## src/rtl/cpu_pkg.sv

```systemverilog
// Shared CPU definitions: the memory-stage state encoding, plus the select and
// direction constants that the multicycle control FSM also uses.
package cpu_pkg;

  typedef enum logic [1:0] {
    MEM_IDLE = 2'd0,
    MEM_REQ  = 2'd1,
    MEM_DONE = 2'd2,
    MEM_ERR  = 2'd3
  } mem_state_t;

  localparam logic MEM_SEL_PC   = 1'b0;
  localparam logic MEM_SEL_DATA = 1'b1;
  localparam logic MEM_READ     = 1'b1;
  localparam logic MEM_WRITE    = 1'b0;

  // Writes are only meaningful for data stores; a write aimed at the fetch
  // address or at the IR has no legal use in this datapath.
  function automatic logic mem_req_illegal(input logic mem_select,
                                           input logic mem_read_not_write,
                                           input logic ir_write);
    return (mem_read_not_write == MEM_WRITE) &&
           ((mem_select == MEM_SEL_PC) || ir_write);
  endfunction

endpackage

```

## src/rtl/mem_timeout_counter.sv

```systemverilog
// Counts cycles spent waiting on the memory bus; expired marks the waiting
// cycle that brings the count to TIMEOUT_CYCLES.
module mem_timeout_counter #(
  parameter int TIMEOUT_CYCLES = 15
) (
  input  logic clk,
  input  logic reset,
  input  logic clear,
  input  logic enable,
  output logic expired
);

  localparam int COUNT_W = $clog2(TIMEOUT_CYCLES + 1);
  localparam logic [COUNT_W-1:0] LAST_COUNT = COUNT_W'(TIMEOUT_CYCLES - 1);

  logic [COUNT_W-1:0] count;

  always_ff @(posedge clk or negedge reset) begin
    if (!reset) begin
      count <= '0;
    end else if (clear) begin
      count <= '0;
    end else if (enable) begin
      count <= count + COUNT_W'(1);
    end
  end

  assign expired = enable && (count == LAST_COUNT);

endmodule

```

## src/rtl/mem_access_unit.sv

```systemverilog
// Memory-side stage of the multicycle CPU: turns control's access intent into
// one req/ack bus transaction and holds the IR and MDR it loads.
module mem_access_unit
  import cpu_pkg::*;
#(
  parameter int ADDR_WIDTH     = 8,
  parameter int DATA_WIDTH     = 16,
  parameter int TIMEOUT_CYCLES = 15
) (
  input  logic                  clk,
  input  logic                  reset,
  input  logic                  acc_valid,
  output logic                  acc_ready,
  input  logic                  mem_select,
  input  logic                  mem_read_not_write,
  input  logic                  ir_write,
  input  logic [ADDR_WIDTH-1:0] pc,
  input  logic [ADDR_WIDTH-1:0] data_addr,
  input  logic [DATA_WIDTH-1:0] wdata,
  output logic                  bus_req,
  output logic                  bus_we,
  output logic [ADDR_WIDTH-1:0] bus_addr,
  output logic [DATA_WIDTH-1:0] bus_wdata,
  input  logic                  bus_ack,
  input  logic [DATA_WIDTH-1:0] bus_rdata,
  output logic [DATA_WIDTH-1:0] instr,
  output logic [DATA_WIDTH-1:0] mdr,
  output logic                  acc_done,
  output logic                  acc_error
);

  mem_state_t state, state_next;

  logic                  accept;
  logic                  illegal;
  logic                  in_req;
  logic                  timeout_hit;
  logic                  read_acked;

  logic                  req_we;
  logic                  req_ir_write;
  logic [ADDR_WIDTH-1:0] req_addr;
  logic [DATA_WIDTH-1:0] req_wdata;

  logic [DATA_WIDTH-1:0] ir_q;
  logic [DATA_WIDTH-1:0] mdr_q;
  logic                  error_q;

  assign accept     = acc_valid && (state == MEM_IDLE);
  assign illegal    = mem_req_illegal(mem_select, mem_read_not_write, ir_write);
  assign in_req     = (state == MEM_REQ);
  assign read_acked = in_req && bus_ack && !req_we;

  mem_timeout_counter #(
    .TIMEOUT_CYCLES(TIMEOUT_CYCLES)
  ) u_timeout (
    .clk     (clk),
    .reset   (reset),
    .clear   (accept),
    .enable  (in_req),
    .expired (timeout_hit)
  );

  always_ff @(posedge clk or negedge reset) begin
    if (!reset) begin
      state <= MEM_IDLE;
    end else begin
      state <= state_next;
    end
  end

  // An ack arriving on the same edge as the timeout still completes the access.
  always_comb begin
    state_next = state;
    acc_ready  = 1'b0;
    bus_req    = 1'b0;
    acc_done   = 1'b0;
    case (state)
      MEM_IDLE: begin
        acc_ready = 1'b1;
        if (acc_valid) begin
          state_next = illegal ? MEM_ERR : MEM_REQ;
        end
      end
      MEM_REQ: begin
        bus_req = 1'b1;
        if (bus_ack) begin
          state_next = MEM_DONE;
        end else if (timeout_hit) begin
          state_next = MEM_ERR;
        end
      end
      MEM_DONE: begin
        acc_done   = 1'b1;
        state_next = MEM_IDLE;
      end
      MEM_ERR: begin
        acc_done   = 1'b1;
        state_next = MEM_IDLE;
      end
      default: begin
        state_next = MEM_IDLE;
      end
    endcase
  end

  // The request is captured once at accept so the bus stays stable even if
  // control moves on to its next micro-step while we wait.
  always_ff @(posedge clk or negedge reset) begin
    if (!reset) begin
      req_we       <= 1'b0;
      req_ir_write <= 1'b0;
      req_addr     <= '0;
      req_wdata    <= '0;
    end else if (accept) begin
      req_we       <= (mem_read_not_write == MEM_WRITE);
      req_ir_write <= ir_write;
      req_addr     <= (mem_select == MEM_SEL_PC) ? pc : data_addr;
      req_wdata    <= wdata;
    end
  end

  always_ff @(posedge clk or negedge reset) begin
    if (!reset) begin
      ir_q  <= '0;
      mdr_q <= '0;
    end else if (read_acked) begin
      if (req_ir_write) begin
        ir_q <= bus_rdata;
      end else begin
        mdr_q <= bus_rdata;
      end
    end
  end

  always_ff @(posedge clk or negedge reset) begin
    if (!reset) begin
      error_q <= 1'b0;
    end else if (accept) begin
      error_q <= illegal;
    end else if (in_req && !bus_ack && timeout_hit) begin
      error_q <= 1'b1;
    end
  end

  assign bus_we    = in_req && req_we;
  assign bus_addr  = req_addr;
  assign bus_wdata = req_wdata;
  assign instr     = ir_q;
  assign mdr       = mdr_q;
  assign acc_error = error_q;

endmodule

```

## config.mk

```make
export PLATFORM = sky130hd
export DESIGN_NAME = mem_access_unit
export DESIGN_NICKNAME = d
export VERILOG_FILES = /design/src/rtl/cpu_pkg.sv /design/src/rtl/mem_timeout_counter.sv /design/src/rtl/mem_access_unit.sv
export SDC_FILE = /design/constraint.sdc
export NUM_CORES = 1
export LEC_CHECK = 0
export ABC_AREA = 0
export CAP_MARGIN = 30
export CORE_MARGIN = 4
export CORE_UTILIZATION = 60
export DETAILED_ROUTE_END_ITERATION = 7
export DONT_BUFFER_PORTS = 1
export HOLD_SLACK_MARGIN = 0.08
export PLACE_DENSITY = 0.76
export RECOVER_POWER = 100
export SLEW_MARGIN = 25
export SYNTH_ARGS = -nofsm -noshare
export SYNTH_HDL_FRONTEND = slang
export SYNTH_SLANG_ARGS = --single-unit
```

## constraint.sdc

```tcl
create_clock -name clk -period 3.8 [get_ports clk]
set_clock_uncertainty 0.2 [all_clocks]
set_input_delay 0.57 -clock clk [delete_from_list [all_inputs] [get_ports clk]]
set_output_delay 0.57 -clock clk [all_outputs]
set_load 0.005 [all_outputs]
```

Word level (Yosys, flattened, before mapping)
Index checks and enable logic that the tools add are counted.
- add/sub/neg operators: 1
- equal/unequal tests: 6
- muxes and demuxes: 13
- bitwise operators: 3
- reduce and logical (&&, ||, !) cells: 18
- operator list (cell ; count):
    $logic_and A1 B1 Y1 ; 8
    $mux W2 ; 4
    $mux W4 ; 2
    $mux W8 ; 1
    $pmux W2 S3 ; 1
    $reduce_and A2 Y1 ; 3
    $mux W1 ; 5
    $add A4 B1 Y4 const B ; 1
    $eq A2 B2 Y1 const B ; 2
    $eq A4 B4 Y1 const B ; 1
    $reduce_bool A2 Y1 ; 2
    $ne A3 B2 Y1 const B ; 1
    $not A1 Y1 ; 3
    $eq A2 B1 Y1 const B ; 1
    $logic_not A1 Y1 ; 2
    $logic_not A2 Y1 ; 1
    $ne A2 B2 Y1 const B ; 1
    $reduce_or A2 Y1 ; 1
    $logic_or A1 B1 Y1 ; 1
- register bits: 65
- input port bits: 55
- output and inout bits: 61
- word-level logic and storage cells: 50

Depth between registers and ports, before layout
Gate-level depths: netlist (run 1).
- depth after elaboration: 6
- depth in mapped cells: 6
- gate-level depth less buffers: 5

Hierarchy
From an unflattened synthesis (run 1), not the netlist that was laid out.
- cell total of the unflattened synthesis: 217
- area, all modules: 2691.3 um^2
- by module, submodules not included (module ; instances ; cells each ; area each (um^2) ; seq. area each (um^2)):
    mem_access_unit ; 1 ; 197 ; 2468.6 ; 1526.5
    mem_timeout_counter ; 1 ; 20 ; 222.7 ; 100.1

Worst setup path after synthesis (run 1)
OpenSTA, ideal clock, no wires.
- path kind: input -> register
- from: in bus_ack
- to: reg mdr_q[10], in the netlist mdr[10]
- library setup time: 125 ps
- arrival: 1602 ps
- data required time: 3475 ps
- path slack: 1874 ps
- cell stages on the path: 4
- path buffers: 1
- path through: inv_1 > nor4_4 > buf_6 > mux2_2
- longest elaborated chain between the ends: 3
- RTL lines (what ; line ; text):
    start, declared ; mem_access_unit.sv:24 ; input logic bus_ack,
    $logic_and A1 B1 Y1 (2 in series) ; mem_access_unit.sv:52 ; assign read_acked = in_req && bus_ack && !req_we;
    $reduce_and A2 Y1 (no line) ; n/a ;
    end signal, assigned ; mem_access_unit.sv:131 ; mdr_q <= bus_rdata;
    end, declared ; mem_access_unit.sv:46 ; logic [DATA_WIDTH-1:0] mdr_q;
No other way between the ends.
A chain may end at the register's enable or synchronous reset.

Worst setup path after layout (run 1)
- from: reg state[1]
- to: reg req_addr[3], in the netlist bus_addr[3]
- longest elaborated chain between the ends: 2
- RTL lines (what ; line ; text):
    start, declared ; mem_access_unit.sv:32 ; mem_state_t state, state_next;
    start signal, assigned ; mem_access_unit.sv:68 ; state <= state_next;
    $logic_not A2 Y1 ; mem_access_unit.sv:49 ; assign accept = acc_valid && (state == MEM_IDLE);
    $logic_and A1 B1 Y1 ; mem_access_unit.sv:49 ;
    end signal, assigned ; mem_access_unit.sv:118 ; req_addr <= (mem_select == MEM_SEL_PC) ? pc : data_addr;
    end, declared ; mem_access_unit.sv:42 ; logic [ADDR_WIDTH-1:0] req_addr;
No other way between the ends.

==> flow_summary.ini, run 1 <==
[place]
post_dp_cell_area_um2 = 2660
place_hpwl_um = 3640
placed_cells = 225
place_ws_ns = 1.39
place_congestion = 0.853
io_buffers = 0

[synthesis]
synth_edf_count = 0
synth_area_leader_cell = dfrtp_1
syn_avg_cell_area_um2 = 14.5
ys_types = 27
synth_flop_cell = dfrtp_1
synth_area_leaders = dfrtp_1 (62%), mux2_2 (21%), mux2i_1 (3.0%)
syn_nets = 239
synthCells = 182
netlist_area_um2 = 2640
yosysSeqAreaShare_pct = 61.7
synthArstFlopShare_pct = 100
ys_ff_latch = 65
synth_warnings = 0
synth_top_area_share_pct = 61.7

[routing]
drt_wl_total_um = 5030
dr_total_vias = 1472
postRouteAntennaNets = 0
wl_per_cell_um = 20.6
drt_iter0_drc = 119
avgViaCountPerCell = 6.03
drc = 0
first_pass_iters = 4

[cts]
clk_path_buf_depth = 2
path_clk_slew_ns = 0.06
cts_buffers = 9
clk_latency_ns = 0.32
clock-sinks = 65
cts_root_buf = clkbuf_8
cts_tree = yes
ctsHtreeMaxLevel = 3
cts_setup_buffers = 0

[timing]
min_period_ns = 2.75
slew_headroom_pct = -0.542
fin_ws_ns = 1.05
setup_violations = 0
setup-tns-final_ns = 0
grt_setup_unrepaired = false
maxSlewViolCount = 65
fin_crit_sh_pct = 72.4
max_freq_mhz = 364
worst_slew_pin_slew_ns = 1.51
hold_viol = 0
whs_ns = 0.132

[critical_path]
cp_cell_sequence = nor3b_1, clkbuf_1, buf_4, nor2_1, a21oi_1
crit_type = reg2reg
critPathSlowestCell = nor3b_1
critPathLaunchType = flip-flop
critical_path_required_ns = 3.84
arrival_ns = 2.79
end_kind = flip-flop
max_stage_delay_ns = 0.90
cp.buffers_inverters = 2
critical_path.top_delay_family = simple AND/OR/NAND/NOR gates
crit_fanout = 15

[layout]
fill_cells = 289
drive_gt1_share_pct = 32.5
multiInputGateArea_um2 = 888
final_core_util_pct = 68.8
area_delta_synth_final_pct = 7.36
finalInstanceArea_um2 = 2830
nets = 247
instances_no_fill = 244
diodes = 0
ff_latch_area_um2 = 1630

[global_route]
grt_pass1_wl_um = 7950
antenna_found_initial = 0
grt_pass1_vias = 1635
grtUsageTotal_pct = 19.3
grt_max_degree = 66
grt-ovfl-total = 0

[power]
total_power_mw = 2.39
p_leak_nw = 1.28
power.density_nw_per_um2 = 844
max-vdd-ir-drop_uv = 424

[die]
core_um2 = 4120
initial_core_util_pct = 64.1
fp.dieArea_um2 = 5520
num_io_pins = 116
dieHeight_um = 74.3
die_x_um = 74.3
num_rows = 23

[job]
cap_violations = 1

[run_status]
outcome = finished, violations left
failed_checks = capacitance limit, slew limit

[min_path]
hp-class = in2reg
[final cells by class]
type / instances / share of cell area, %
clock buffers: 13 / 5.61
clock inverters: 2 / 1.33
inverters: 6 / 0.796
multi-input cells: 102 / 31.4
flip-flops and latches: 65 / 57.5
well taps: 50 / 2.21
repair buffers: 6 / 1.19
[cells in the final DEF (no fill, tap or decap), drive strengths merged, types with 2 or more instances in the layout]
| cell type | count |
|---|---|
| inv | 6 |
| xor2 | 2 |
| nand3 | 3 |
| a21oi | 9 |
| mux2 | 49 |
| o22ai | 2 |
| o21ai | 2 |
| dfrtp | 65 |
| mux2i | 8 |
| ha | 2 |
| nand2 | 2 |
| nand2b | 2 |
| nor2 | 12 |
| clkbuf | 17 |
[cells in the mapped netlist (all sizes together) (2+ instances only)]
| master | count |
|---|---|
| nand2b | 2 |
| buf | 6 |
| dfrtp | 65 |
| o22ai | 2 |
| mux2 | 49 |
| nand2 | 2 |
| clkbuf | 3 |
| nor2 | 12 |
| a21oi | 9 |
| nand3 | 3 |
| xor2 | 2 |
| mux2i | 8 |
| inv | 6 |
| o21ai | 2 |
| ha | 2 |
[registers in the layout, indices dropped and copies added, names as in the netlist]
name	count
bus_wdata	16
instr	16
mdr	16
bus_addr	8
u_timeout.count	4
state	2
acc_error	1
req_ir_write	1
req_we	1
[kinds of logic after synthesis]
kind of cell | share of synthesized area, %
compound gates | 3.80
xor+xnor | 0.665
flops | 61.7
fa+ha+maj | 0.949
mux | 24.1
buf+inv | 3.13
simple gates | 5.65
[power by group]
part | switching [mW] | internal (mW)
registers | 0.280 | 1.02
logic | 0.220 | 0.297
clock network | 0.235 | 0.336
total | 0.735 | 1.66
[path summary, 6_finish.rpt]
| kind | from | endpoint | slack (ns) | cells past startpoint |
|---|---|---|---|---|
| max in group asynchronous | reset | bus_wdata[8]$_DFFE_PN0P_ | 1.49 | 2 |
| min in group asynchronous | reset | mdr[1]$_DFFE_PN0P_ | 0.99 | 2 |
| max reg2reg | state[1]$_DFFE_PN0P_ | bus_addr[3]$_DFFE_PN0P_ | 1.05 | 5 |
| max | state[1]$_DFFE_PN0P_ | bus_addr[3]$_DFFE_PN0P_ | 1.05 | 5 |
| min | mem_read_not_write | req_we$_DFFE_PN0P_ | 0.13 | 1 |
| min reg2reg | state[1]$_DFFE_PN0P_ | state[1]$_DFFE_PN0P_ | 0.34 | 1 |
[repair_timing]
item	CTS	global route
endpoints found under the hold margin	65	0
resized for setup	0	0
hold buffers	2	0
[per-layer routing]
layer  global-route usage (%)  up-vias  routed length [µm]
li1                         -      652                   -
met2                     29.9       76                2520
met4                     10.3        0                  45
met5                        0        -                   0
met3                     7.97        6                 558
met1                     23.2      738                1910
Power figures use the tool's default switching activity.
==> run 2: changes to the inputs <==
- CORE_UTILIZATION: 60 -> 56
- PLACE_DENSITY: 0.76 -> 0.74
- clock period: 3.8 -> 2.49 ns (I/O delays scaled with it)
==> run 2 against run 1 <==
The flow now finishes without violations. Combinational power increased by 73%. Largest cell class unchanged. Clock-buffer cell count is 1 higher. Flip-flop and latch count did not move. Sequential power is 55% higher. Cell count grew 21%. Power grew 59%. Largest power group unchanged. Global-route usage increased by 2.0 points. Routed wire length up 19%. Hold slack lost 0.044 ns. Die area grew 6.4%. Non-clock buffer count up 48. Highest routed layer unchanged. Register-to-register slack got worse by 0.75 ns.
==> flow_summary.ini, run 2 (synthesized netlist as in run 1, its figures left out) <==
[run_status]
outcome = finished, final reports clean

[die]
die_x_um = 76.6
core_um2 = 4440
fp.dieArea_um2 = 5870
initial_core_util_pct = 59.3
num_rows = 24
num_io_pins = 116
dieHeight_um = 76.6

[power]
sw_frac_of_total_pct = 31.3
clkPwrFrac_pct = 23.8
p_switching_mw = 1.19
seqPwrFrac_pct = 52.7
p_leak_nw = 1.51
p_comb_share_pct = 23.5
power.density_nw_per_um2 = 1120
max-vdd-ir-drop_uv = 578
internal-power_mw = 2.62

[layout]
final_common_cell = dfrtp_1
diodes = 0
drive_gt1_share_pct = 28.0
area_delta_synth_final_pct = 28.5
instances_no_fill = 295
nets = 295
mostFrequentLayoutCells = dfrtp_1 (65), dlygate4sd3_1 (51), mux2_2 (48)
fill_cells = 281

[place]
place_congestion = 0.744
placed_cells = 227
io_buffers = 0
place_hpwl_um = 3720

[routing]
drt_wl_total_um = 5980
avgViaCountPerCell = 5.66
dr_total_vias = 1671
drc = 0
first_pass_iters = 5
postRouteAntennaNets = 0
drt_iter0_drc = 58
wl_per_cell_um = 20.3

[global_route]
antenna_found_initial = 0
grt_pass1_wl_um = 9720
grt-ovfl-total = 0
grtUsageTotal_pct = 21.3
grt_max_degree = 66
grt_pass1_vias = 1907

[critical_path]
critPathLaunchType = flip-flop
critical_path_required_ns = 2.49
crit_type = reg2reg
reg2reg_depth = 3
end_kind = flip-flop
arrival_ns = 2.19
crit_fanout = 42

[cts]
ctsHoldBuffers = 52
clock-sinks = 65
cts_setup_buffers = 0
cts_buffers = 9
cts_resized = 0
path_clk_slew_ns = 0.07
cts_root_buf = clkbuf_8
clk_latency_ns = 0.31
ctsHtreeMaxLevel = 3
cts_tree = yes
clk_path_buf_depth = 2

[timing]
grt_setup_unrepaired = false
fin_crit_sh_pct = 87.9
hold_viol = 0
max_freq_mhz = 457
setup_violations = 0
min_period_ns = 2.19
worst_slew_pin_slew_ns = 0.848
slew_headroom_pct = 43.5
setup-tns-final_ns = 0
maxSlewViolCount = 0

[min_path]
hp-class = in2reg
worstHoldPathCells = 2

[job]
cap_violations = 0
[run 2: power by group through the flow]
stage,registers [mW],clock network (mW),logic (mW)
after floorplan,1.88,0,0.729
after global placement,2.01,0,0.745
after detailed placement,2.03,0,0.805
after CTS,2.02,0.925,0.901
after global routing,2.07,0.987,0.996
final,2.01,0.906,0.893
[run 2: layer usage]
layer	vias to the layer above	part of all wire, %	GRT usage [%]
met5	-	0	0
met4	0	2.4	10.1
met3	14	8.5	8.51
met2	79	54	37.2
met1	832	35	22.4
li1	746	-	-
[run 2: layout make-up]
class / count / area, µm² / share of cell area, %
Clock inverter: 2 / 35.0 / 1.03
Inverter: 6 / 22.5 / 0.665
Sequential cell: 65 / 1630 / 48.0
Multi-Input combinational cell: 102 / 918 / 27.1
Tap cell: 52 / 65.1 / 1.92
Timing Repair Buffer: 54 / 548 / 16.2
Clock buffer: 14 / 173 / 5.10
[run 2: metrics by stage]
step                      instance area, µm²  hold WS, ns  util (%)  power (mW)  worst slack (ns)
after floorplan                         2640       -0.122         -        2.61             0.636
after global placement                  2660       -0.121      59.9        2.76             0.548
after detailed placement                2660       -0.120      59.9        2.83             0.449
after CTS                               3410       0.0826      76.7        3.85             0.423
after global routing                    3390        0.100      76.2        4.05             0.173
final                                   3390       0.0874      76.2        3.81             0.300
[run 2: critical path, stage by stage, from the launching register on]
cell      delay, ns
dfrtp_1        0.45
nor3b_1        0.28
clkbuf_2       0.71
mux2_2         0.42
[run 2: worst paths after layout]
kind	from	end	slack, ns
max reg2reg	state[1]$_DFFE_PN0P_	bus_wdata[8]$_DFFE_PN0P_	0.30
min in group asynchronous	reset	state[1]$_DFFE_PN0P_	0.36
max in group asynchronous	reset	instr[1]$_DFFE_PN0P_	1.44
min	data_addr[3]	bus_addr[3]$_DFFE_PN0P_	0.09
max	state[1]$_DFFE_PN0P_	bus_wdata[8]$_DFFE_PN0P_	0.30
min reg2reg	u_timeout.count[0]$_DFFE_PN0P_	u_timeout.count[0]$_DFFE_PN0P_	0.33
